## src/rtl/dma_channel_scheduler_if.sv

```systemverilog
// Avalon-MM master bundle between the channel scheduler and the DMA controller CSR slave.
interface dma_channel_scheduler_if;
  logic        oAvm_chipselect;
  logic        oAvm_read;
  logic        oAvm_write;
  logic [2:0]  oAvm_address;
  logic [31:0] oAvm_writedata;
  logic [31:0] iAvm_readdata;
  logic        iAvm_waitrequest;

  modport master (
    output oAvm_chipselect, oAvm_read, oAvm_write, oAvm_address, oAvm_writedata,
    input  iAvm_readdata, iAvm_waitrequest
  );

  modport slave (
    input  oAvm_chipselect, oAvm_read, oAvm_write, oAvm_address, oAvm_writedata,
    output iAvm_readdata, iAvm_waitrequest
  );
endinterface

```

## src/rtl/dma_channel_scheduler.sv

```systemverilog
// Two-channel round-robin DMA scheduler: programs a DMA controller over Avalon-MM,
// polls its done bit, and reports per-channel completion or timeout.
module dma_channel_scheduler #(
  parameter int unsigned POLL_GAP      = 4,
  parameter int unsigned TIMEOUT_POLLS = 1024
) (
  input  logic        iClk,
  input  logic        iReset,
  input  logic [1:0]  iReq,
  input  logic [63:0] iSrc,
  input  logic [63:0] iDst,
  input  logic [63:0] iLen,
  output logic [1:0]  oAck,
  output logic [1:0]  oErr,
  output logic        oBusy,
  output logic [1:0]  oGrant,
  dma_channel_scheduler_if.master avm
);

  localparam int unsigned W_DATA = 32;
  localparam int unsigned W_ADDR = 3;
  localparam int unsigned GAP_W  = 8;
  localparam int unsigned POLL_W = $clog2(TIMEOUT_POLLS + 1);

  localparam logic [3:0] S_IDLE      = 4'd0;
  localparam logic [3:0] S_WR_SRC    = 4'd1;
  localparam logic [3:0] S_WR_DST    = 4'd2;
  localparam logic [3:0] S_WR_LEN    = 4'd3;
  localparam logic [3:0] S_WR_START  = 4'd4;
  localparam logic [3:0] S_POLL_WAIT = 4'd5;
  localparam logic [3:0] S_POLL_RD   = 4'd6;
  localparam logic [3:0] S_DONE      = 4'd7;
  localparam logic [3:0] S_ABORT     = 4'd8;

  logic [3:0]        r_state, w_state_nxt;
  logic [W_DATA-1:0] r_src, r_dst, r_len, w_src_nxt, w_dst_nxt, w_len_nxt;
  logic [1:0]        r_grant, w_grant_nxt;
  logic              r_last, w_last_nxt;
  logic [GAP_W-1:0]  r_gap, w_gap_nxt;
  logic [POLL_W-1:0] r_polls, w_polls_nxt, w_polls_inc;
  logic [1:0]        r_ack, r_err;
  logic              r_busy;
  logic              r_cs, r_rd, r_wr, w_cs, w_rd, w_wr;
  logic [W_ADDR-1:0] r_addr, w_addr;
  logic [W_DATA-1:0] r_wdata, w_wdata;
  logic              w_sel;
  logic [W_DATA-1:0] w_src_sel, w_dst_sel, w_len_sel;
  logic              w_unused_rdata;

  // Round-robin pick: on contention the channel not granted last wins
  assign w_sel     = (iReq == 2'b11) ? ~r_last : iReq[1];
  assign w_src_sel = w_sel ? iSrc[63:32] : iSrc[31:0];
  assign w_dst_sel = w_sel ? iDst[63:32] : iDst[31:0];
  assign w_len_sel = w_sel ? iLen[63:32] : iLen[31:0];
  assign w_polls_inc    = r_polls + POLL_W'(1);
  assign w_unused_rdata = ^avm.iAvm_readdata[31:1];

  always_comb begin
    w_state_nxt = r_state;
    w_src_nxt   = r_src;
    w_dst_nxt   = r_dst;
    w_len_nxt   = r_len;
    w_grant_nxt = r_grant;
    w_last_nxt  = r_last;
    w_gap_nxt   = r_gap;
    w_polls_nxt = r_polls;
    case (r_state)
      // A completion pulse in flight holds off re-arbitration for one IDLE cycle
      S_IDLE: if ((iReq != 2'b00) && ((r_ack | r_err) == 2'b00)) begin
        w_grant_nxt = w_sel ? 2'b10 : 2'b01;
        w_src_nxt   = w_src_sel;
        w_dst_nxt   = w_dst_sel;
        w_len_nxt   = w_len_sel;
        w_gap_nxt   = '0;
        w_polls_nxt = '0;
        w_state_nxt = (w_len_sel == '0) ? S_DONE : S_WR_SRC;
      end
      S_WR_SRC:   if (!avm.iAvm_waitrequest) w_state_nxt = S_WR_DST;
      S_WR_DST:   if (!avm.iAvm_waitrequest) w_state_nxt = S_WR_LEN;
      S_WR_LEN:   if (!avm.iAvm_waitrequest) w_state_nxt = S_WR_START;
      S_WR_START: if (!avm.iAvm_waitrequest) begin
        w_state_nxt = S_POLL_WAIT;
        w_gap_nxt   = '0;
      end
      S_POLL_WAIT: begin
        if (r_gap == GAP_W'(POLL_GAP - 1)) begin
          w_state_nxt = S_POLL_RD;
          w_gap_nxt   = '0;
        end else begin
          w_gap_nxt = r_gap + GAP_W'(1);
        end
      end
      S_POLL_RD: if (!avm.iAvm_waitrequest) begin
        if (avm.iAvm_readdata[0]) begin
          w_state_nxt = S_DONE;
        end else if (w_polls_inc == POLL_W'(TIMEOUT_POLLS)) begin
          w_state_nxt = S_ABORT;
        end else begin
          w_polls_nxt = w_polls_inc;
          w_state_nxt = S_POLL_WAIT;
        end
      end
      S_DONE, S_ABORT: begin
        w_state_nxt = S_IDLE;
        w_grant_nxt = 2'b00;
        w_last_nxt  = r_grant[1];
      end
      default: w_state_nxt = S_IDLE;
    endcase

    // Bus outputs are registered from the next state so they line up with it
    w_cs    = 1'b0;
    w_rd    = 1'b0;
    w_wr    = 1'b0;
    w_addr  = '0;
    w_wdata = '0;
    case (w_state_nxt)
      S_WR_SRC:   begin w_cs = 1'b1; w_wr = 1'b1; w_addr = W_ADDR'(0); w_wdata = w_src_nxt; end
      S_WR_DST:   begin w_cs = 1'b1; w_wr = 1'b1; w_addr = W_ADDR'(1); w_wdata = w_dst_nxt; end
      S_WR_LEN:   begin w_cs = 1'b1; w_wr = 1'b1; w_addr = W_ADDR'(2); w_wdata = w_len_nxt; end
      S_WR_START: begin w_cs = 1'b1; w_wr = 1'b1; w_addr = W_ADDR'(3); w_wdata = W_DATA'(1); end
      S_POLL_RD:  begin w_cs = 1'b1; w_rd = 1'b1; w_addr = W_ADDR'(4); end
      default: ;
    endcase
  end

  always_ff @(posedge iClk) begin
    if (iReset) begin
      r_state <= S_IDLE;
      r_src   <= '0;
      r_dst   <= '0;
      r_len   <= '0;
      r_grant <= 2'b00;
      r_last  <= 1'b1;
      r_gap   <= '0;
      r_polls <= '0;
      r_ack   <= 2'b00;
      r_err   <= 2'b00;
      r_busy  <= 1'b0;
      r_cs    <= 1'b0;
      r_rd    <= 1'b0;
      r_wr    <= 1'b0;
      r_addr  <= '0;
      r_wdata <= '0;
    end else begin
      r_state <= w_state_nxt;
      r_src   <= w_src_nxt;
      r_dst   <= w_dst_nxt;
      r_len   <= w_len_nxt;
      r_grant <= w_grant_nxt;
      r_last  <= w_last_nxt;
      r_gap   <= w_gap_nxt;
      r_polls <= w_polls_nxt;
      r_ack   <= (r_state == S_DONE)  ? r_grant : 2'b00;
      r_err   <= (r_state == S_ABORT) ? r_grant : 2'b00;
      r_busy  <= (w_state_nxt != S_IDLE);
      r_cs    <= w_cs;
      r_rd    <= w_rd;
      r_wr    <= w_wr;
      r_addr  <= w_addr;
      r_wdata <= w_wdata;
    end
  end

  assign oAck   = r_ack;
  assign oErr   = r_err;
  assign oBusy  = r_busy;
  assign oGrant = r_grant;
  assign avm.oAvm_chipselect = r_cs;
  assign avm.oAvm_read       = r_rd;
  assign avm.oAvm_write      = r_wr;
  assign avm.oAvm_address    = r_addr;
  assign avm.oAvm_writedata  = r_wdata;

endmodule
```

## src/flat_wrapper.sv

```systemverilog
// flat-port wrapper written by rule: the top's interface ports become plain ports
module dma_channel_scheduler_flat 
#(
  parameter int unsigned POLL_GAP      = 4,
  parameter int unsigned TIMEOUT_POLLS = 1024
)
  (iClk, iReset, iReq, iSrc, iDst, iLen, oAck, oErr, oBusy, oGrant, avm_oAvm_chipselect, avm_oAvm_read, avm_oAvm_write, avm_oAvm_address, avm_oAvm_writedata, avm_iAvm_readdata, avm_iAvm_waitrequest);
  dma_channel_scheduler_if avm_i ();
  input  logic iClk;
  input  logic iReset;
  input  logic [1:0] iReq;
  input  logic [63:0] iSrc;
  input  logic [63:0] iDst;
  input  logic [63:0] iLen;
  output logic [1:0] oAck;
  output logic [1:0] oErr;
  output logic oBusy;
  output logic [1:0] oGrant;
  output wire logic [$bits(avm_i.oAvm_chipselect)-1:0] avm_oAvm_chipselect;
  output wire logic [$bits(avm_i.oAvm_read)-1:0] avm_oAvm_read;
  output wire logic [$bits(avm_i.oAvm_write)-1:0] avm_oAvm_write;
  output wire logic [$bits(avm_i.oAvm_address)-1:0] avm_oAvm_address;
  output wire logic [$bits(avm_i.oAvm_writedata)-1:0] avm_oAvm_writedata;
  input wire logic [$bits(avm_i.iAvm_readdata)-1:0] avm_iAvm_readdata;
  input wire logic [$bits(avm_i.iAvm_waitrequest)-1:0] avm_iAvm_waitrequest;
  assign avm_oAvm_chipselect = avm_i.oAvm_chipselect;
  assign avm_oAvm_read = avm_i.oAvm_read;
  assign avm_oAvm_write = avm_i.oAvm_write;
  assign avm_oAvm_address = avm_i.oAvm_address;
  assign avm_oAvm_writedata = avm_i.oAvm_writedata;
  assign avm_i.iAvm_readdata = avm_iAvm_readdata;
  assign avm_i.iAvm_waitrequest = avm_iAvm_waitrequest;
  dma_channel_scheduler #(.POLL_GAP(POLL_GAP), .TIMEOUT_POLLS(TIMEOUT_POLLS)) u_core (.iClk(iClk), .iReset(iReset), .iReq(iReq), .iSrc(iSrc), .iDst(iDst), .iLen(iLen), .oAck(oAck), .oErr(oErr), .oBusy(oBusy), .oGrant(oGrant), .avm(avm_i));
endmodule
```

## config.mk

```make
export PLATFORM = sky130hd
export DESIGN_NAME = dma_channel_scheduler_flat
export DESIGN_NICKNAME = d
export VERILOG_FILES = /design/src/rtl/dma_channel_scheduler_if.sv /design/src/rtl/dma_channel_scheduler.sv /design/src/flat_wrapper.sv
export SDC_FILE = /design/constraint.sdc
export NUM_CORES = 1
export LEC_CHECK = 0
export BUFFER_PORTS_ARGS = -buffer_cell sky130_fd_sc_hd__buf_2
export CORE_MARGIN = 3
export CORE_UTILIZATION = 35
export DETAILED_ROUTE_END_ITERATION = 6
export GPL_TIMING_DRIVEN = 0
export PLACE_DENSITY = 0.7
export SYNTH_ARGS = -nofsm -noshare
export SYNTH_HDL_FRONTEND = slang
export SYNTH_SLANG_ARGS = --single-unit
```

## constraint.sdc

```tcl
create_clock -name iClk -period 4.7 [get_ports iClk]
set_input_delay 0.47 -clock iClk [delete_from_list [all_inputs] [get_ports iClk]]
set_output_delay 0.47 -clock iClk [all_outputs]
set_load 0.02 [all_outputs]
```

-- Word-level counts from Yosys, hierarchy flattened
Cells that the tools add are included.
- register bits after elaboration: 165
- bits of input ports: 229
- output and inout bits: 45
- logic and storage cells: 98
- add/subtract/negate cells: 2
- equality and inequality tests: 21
- mux-type cells: 38
- bitwise gates (word level): 4
- reduce and logical (&&, ||, !) cells: 17
- operators with widths (cell ; number):
    32-bit two-way mux ; 9
    32-bit case mux with 4 select lines ; 1
    11-bit two-way mux ; 4
    4-bit two-way mux ; 9
    32-bit zero test ; 1
    4-bit case mux with 7 select lines ; 1
    4-bit by 3-bit == test with 1-bit output (second input constant) ; 6
    8-bit two-way mux ; 3
    8-bit case mux with 3 select lines ; 1
    11-bit case mux with 2 select lines ; 1
    4-bit by 2-bit == test with 1-bit output (second input constant) ; 4
    3-bit case mux with 4 select lines ; 1
    11-bit by 1-bit adder with 11-bit output (second input constant) ; 1
    11-bit == test (second input constant) ; 1
    8-bit by 1-bit adder with 8-bit output (second input constant) ; 1
    4-bit by 1-bit == test with 1-bit output (second input constant) ; 2
    8-bit by 2-bit == test with 1-bit output (second input constant) ; 1
    2-bit != test (second input constant) ; 4
    2-bit nonzero test ; 3
    2-bit OR reduction ; 3
    5-bit AND reduction ; 1
    5-bit OR reduction ; 1
    4-bit == test (second input constant) ; 1
    4-bit zero test ; 1
    15 further kinds ; 21

-- Depth between registers and ports, before layout
- depth in word-level cells: 10
- gate-level depth with buffers: 10
- gate-level depth less buffers: 9

-- Least setup slack after synthesis
OpenSTA, ideal clock, no wires.
- path type: flip-flop to flip-flop
- from: register u_core.r_polls[0]
- to: register u_core.r_wdata[16], in the netlist u_core.avm.oAvm_writedata[16]
- library setup time: 117 ps
- data arrival time: 2486 ps
- required time: 4583 ps
- setup slack: 2097 ps
- cell stages (with the launch flop): 10
- path buffers: 1
- clock period less this slack: 2603 ps
- cells stage by stage: dfxtp_1 > ha_1 > and4_4 > and2_4 > or3_4 > a2111oi_4 > o211ai_4 > and3_4 > buf_6 > a22o_1
- cells in the longest elaborated chain, start to end: 8
- elaborated cells between the ends (all ways): 11
- classes of those cells: add/sub (1); eq/ne (5); mux (5)
- ends and longest elaborated chain (what ; RTL line ; text):
    start, declared ; dma_channel_scheduler.sv:40 ; logic [POLL_W-1:0] r_polls, w_polls_nxt, w_polls_inc;
    start signal, assigned ; dma_channel_scheduler.sv:153 ; r_polls <= w_polls_nxt;
    11-bit by 1-bit adder with 11-bit output (*) ; dma_channel_scheduler.sv:55 ; assign w_polls_inc = r_polls + POLL_W'(1);
    11-bit == test (*) ; dma_channel_scheduler.sv:96 ; end else if (w_polls_inc == POLL_W'(TIMEOUT_POLLS)) begin
    4-bit two-way mux (*) ; dma_channel_scheduler.sv:96 ;
    4-bit two-way mux (*) ; dma_channel_scheduler.sv:94 ; if (avm.iAvm_readdata[0]) begin
    4-bit two-way mux (*) ; dma_channel_scheduler.sv:93 ; S_POLL_RD: if (!avm.iAvm_waitrequest) begin
    4-bit case mux with 7 select lines (*) ; dma_channel_scheduler.sv:67 ; case (r_state)
    4-bit by 3-bit == test with 1-bit output, or another cell as far along ; dma_channel_scheduler.sv:117 ; case (w_state_nxt)
    32-bit case mux with 4 select lines (*) ; dma_channel_scheduler.sv:117 ;
    end signal, assigned ; dma_channel_scheduler.sv:161 ; r_wdata <= w_wdata;
    end, declared ; dma_channel_scheduler.sv:45 ; logic [W_DATA-1:0] r_wdata, w_wdata;
Every way passes the cells marked *; elsewhere a longest branch is shown, timed or not.
A chain may end at the register's enable or synchronous reset.

-- Worst setup path after layout
- from: register u_core.r_err[1], in the netlist u_core.oErr[1]
- to: register u_core.r_polls[8]
- cells in the longest elaborated chain, start to end: 5
- ends and longest elaborated chain (what ; RTL line ; text):
    start, declared ; dma_channel_scheduler.sv:41 ; logic [1:0] r_ack, r_err;
    start signal, assigned ; dma_channel_scheduler.sv:155 ; r_err <= (r_state == S_ABORT) ? r_grant : 2'b00;
    2-bit OR ; dma_channel_scheduler.sv:69 ; S_IDLE: if ((iReq != 2'b00) && ((r_ack | r_err) == 2'b00)) begin
    2-bit zero test ; dma_channel_scheduler.sv:69 ;
    1-bit logical AND ; dma_channel_scheduler.sv:69 ;
    2-bit by 1-bit != test with 1-bit output (no line) ; -- ;
    5-bit AND reduction (no line) ; -- ;
Every way passes these cells.

==> metrics.md <==
| Metric | Value |
|---|---|
| Number of buffers and inverters on the critical path | `2` |
| Worst hold path endpoint | `u_core.r_dst[1]$_SDFF_PP0_` |
| Critical Path Sink Type | `flop` |
| Tightest Pin Transition | `roughly 0.92 ns` |
| Most numerous cell in the Yosys netlist | `nor2_1` |
| Number of nets with antenna violations after routing | `0` |
| Final Instance Count excl. Fillers | `around 1400` |
| Detailed Route WL | `26.1 mm` |
| Library cell occupying the most area in the post-synthesis netlist | `dfxtp_1` |
| Pin count of the biggest net entering global routing | `17` |
| Post-Synthesis Mean Instance Area | `8.97 um^2` |
| Die footprint | `roughly 0.024 mm^2` |
| Most crowded layer after global routing | `met2` |
| Top-level port count | `around 270` |
| Worst Path Required | `about 5.0 ns` |
| Min-delay worst type | `in2reg` |
| Number of fill cells | `around 2100` |
| Cell Rows | `53` |
| Clock net sink count | `about 170` |
| Source-to-sink clock delay at the later pin of the worst-skew pair | `approximately 0.43 ns` |
| Arrival time of the worst setup path | `~3.8 ns` |
| Share of post-route cells with drive strength above 1 | `a little over a quarter` |
| Worst reg-to-reg setup slack | `~1.2 ns` |
| Post-CTS resize count | `0` |
| Run status | `finished clean` |
| Die height | `approximately 150 um` |
| Final cell utilization of the core | `a little under half` |
| Area growth syn-to-layout | `28.0%` |
| Critical-path maximum fanout | `10` |
| Final layout net count | `roughly 1400` |
| Horiz. Die Dim | `roughly 150 um` |
| Clock-pin slew on the worst setup and hold paths | `approximately 0.070 ns` |
| Area share of the leading cell type in the synthesized netlist | `between 40% and 50%` |
| Critical path, cell by cell | `nor4_1, o211ai_1, nor3_1, clkbuf_1, clkbuf_1, a21oi_1, o21ai_0, a21oi_1` |
| Port bufs | `around 240` |
| Via count of the first global-routing pass | `~7000` |
| Sum of net half-perimeters after detailed placement | `a little over 20 mm` |
| Hold Violations, Final | `0` |
| Fraction of met3 tracks used by global routing | `3.92%` |
| Total power density per cell area | `413 mW/mm^2` |
| Met2 GRT Util | `a little over a third` |
| CP delay by family, top | `simple AND/OR/NAND/NOR gates` |
| Core region area | `about 0.021 mm^2` |
| Worst ir drop on vdd | `0.321 mV` |
| Vias after detailed routing | `7441` |
| Number of antenna violations at the first check in global routing | `3` |
| Starting density of the core | `36.1%` |
| Placed insts | `roughly 1400` |
| Nature of the critical path startpoint | `flop` |
| Clock tree from TritonCTS | `built` |
| Critical R2R Launch | `u_core.oErr[1]$_SDFF_PP0_` |
| Number of design rule violations left after detail routing | `0` |
| Highest clock frequency the design can meet | `approximately 290 MHz` |
| Cell area after technology mapping | `a little under 0.008 mm^2` |
| Final estimated routing congestion in global placement | `0.904` |
| DRT iter0 DRCs | `between 400 and 500` |
| Number of different library cells in the post-synthesis netlist | `63` |
| Leak Pwr | `about 0.0043 uW` |
| Worst max-slew margin expressed relative to the limit | `between 30% and 40%` |
| Summed negative setup slack over all endpoints | `0 ns` |
| Count of yosys warnings during synthesis | `0` |
| Sum of overflow across all layers after global routing | `0` |
| Met1 usage | `between 20% and 30%` |
| Routed WL per cell | `between 15 and 20 um` |
| Ys async rst share | `0%` |
| Hold buffer count at CTS | `0` |
| Post-synth EDFFs | `0` |
| Setup repair after global routing missed its margin | `false` |
| Launch point of the worst hold path | `iDst[1]` |
| Number of cells on the worst reg-to-reg path | `8` |
| Max-cap violations | `0` |
| Highest cell delay on the worst timing path | `0.75 ns` |
| Post-synthesis sequential element count | `~170` |
| Sequential element share of the synthesized area | `a little over two fifths` |
| Setup violations, final | `0` |
| Cells after synthesis | `between 800 and 900` |
| Global-route total usage across every layer | `about a fifth` |
| Cell count of the worst hold path | `5` |
| Worst Setup Path Type | `reg2reg` |
| Setup fix buffers added after clock tree synthesis | `0` |
| Wire length of the first global-routing pass | `between 30 and 40 mm` |
| Main flop type after synthesis | `dfxtp_1` |
| Vias per std cell | `5.28` |
| Final period util | `between 70% and 80%` |
| Root buffer cell | `clkbuf_16` |
| Ranking of synthesized cells by instance count | `182 x nor2_1, 165 x dfxtp_1, 129 x mux2i_1, 81 x a21oi_1, 42 x clkbuf_1` |
| Max Clock Skew | `around 0.016 ns` |
| Worst r2r dst | `u_core.r_polls[8]$_SDFFE_PP0P_` |
| H-tree depth | `4` |
| Critical path's slowest cell | `nor3_1` |
| Number of buffers added by the clock tree synthesis step | `17` |
| DR pass1 iterations | `5` |
| Maximum count of clock buffers along a single path | `2` |
| Count of final max-slew check failures | `0` |
| Top area cells in the synthesized netlist | `dfxtp_1 43%, mux2i_1 17%, nor2_1 8.9%` |
| Net count of the mapped netlist | `around 1100` |
| Post-layout min period | `3.45 ns` |
[kinds of logic (layout without fill, tap and decap cells)]
logic type	count (synthesis)	count (layout)	synth area share [%]
adder cells (fa/ha/maj)	3	3	0.487
AND/OR/NAND/NOR	289	289	17.5
AO/OA/AOI/OAI	194	194	17.2
other	0	2	0
flip-flops	165	165	42.9
multiplexers	129	129	16.8
XOR/XNOR	10	10	1.14
buffers and inverters	69	342	4.16
[worst max path at each step]
stage                                   start                                  endpoint  slack (ns)  cells past startpoint
3_3_place_gp                          iReq[1]  u_core.avm.oAvm_writedata[30]$_SDFF_PP0_        1.28                     10
2_1_floorplan  u_core.r_polls[0]$_SDFFE_PP0P_  u_core.avm.oAvm_writedata[16]$_SDFF_PP0_        2.10                      9
5_1_grt             u_core.oErr[1]$_SDFF_PP0_            u_core.r_polls[3]$_SDFFE_PP0P_        0.94                      8
4_1_cts             u_core.oErr[1]$_SDFF_PP0_            u_core.r_polls[3]$_SDFFE_PP0P_        1.23                      8
3_5_place_dp        u_core.oErr[1]$_SDFF_PP0_  u_core.avm.oAvm_writedata[31]$_SDFF_PP0_        1.24                      8
6_report            u_core.oErr[1]$_SDFF_PP0_            u_core.r_polls[8]$_SDFFE_PP0P_        1.25                      8
[report_power, final]
part / internal (uW) / switching [uW] / total, uW
Clock: 796 / 624 / 1420
Sequential: 1560 / 47.4 / 1610
Combinational: 386 / 656 / 1040
Total: 2750 / 1330 / 4070
[flip-flops by register name, indices dropped and copies added (netlist names), 3 cells and up]
register                   flops
u_core.avm.oAvm_writedata     32
u_core.r_gap                   8
u_core.r_dst                  32
u_core.r_len                  32
u_core.r_src                  32
u_core.avm.oAvm_address        3
u_core.r_polls                11
u_core.r_state                 4
[tightest hold or removal path, cell delays in order]
cell     delay, ns
buf_2         0.07
mux2i_1       0.05
nor2_1        0.08
a21oi_1       0.06
nor2_1        0.07
[placed cells by master (no fill, tap or decap), drive strengths merged, types with 4 or more instances in the layout]
cell type	Yosys	final
o21ai	11	11
nand4	9	9
nand3b	6	6
clkinv	0	4
and3	4	4
nor2b	8	8
nor2	183	183
nor3	13	13
and2	9	9
o21a	4	4
a31oi	6	6
a211oi	35	35
inv	5	9
nor4	18	18
a22o	30	30
xnor2	5	5
nand2	12	12
clkbuf	42	59
mux2i	129	129
a21oi	81	81
clkinvlp	0	5
buf	22	263
nand3	8	8
xor2	5	5
dfxtp	165	165
o211ai	4	4
[per-layer routing]
metal | wire length [um] | share of wire (%)
met5 | 13 | 0.050
met4 | 838 | 3.2
met3 | 1720 | 6.6
met2 | 12500 | 48
met1 | 10900 | 42
[cell type report]
class / count / area (um^2) / area share, %
repair buffers: 241 / 1210 / 12.2
clock inverters: 15 / 174 / 1.76
multi-input cells: 625 / 4090 / 41.4
plain buffers: 64 / 302 / 3.06
flip-flops and latches: 165 / 3300 / 33.5
clock buffers: 17 / 425 / 4.31
well taps: 275 / 344 / 3.49
inverters: 5 / 18.8 / 0.190
diodes: 2 / 5.00 / 0.0507
[through the flow]
step	cell area [um^2]	hold WS (ns)	total power, uW	worst slack [ns]
after floorplan	7710	0.430	2300	2.10
after global placement	9260	0.448	2660	1.28
after detailed placement	9260	0.449	2670	1.24
after CTS	9860	0.417	4080	1.23
after global routing	9860	0.445	4250	0.942
final	9860	0.425	4070	1.25
No activity file was read; power rests on OpenSTA's default activity.
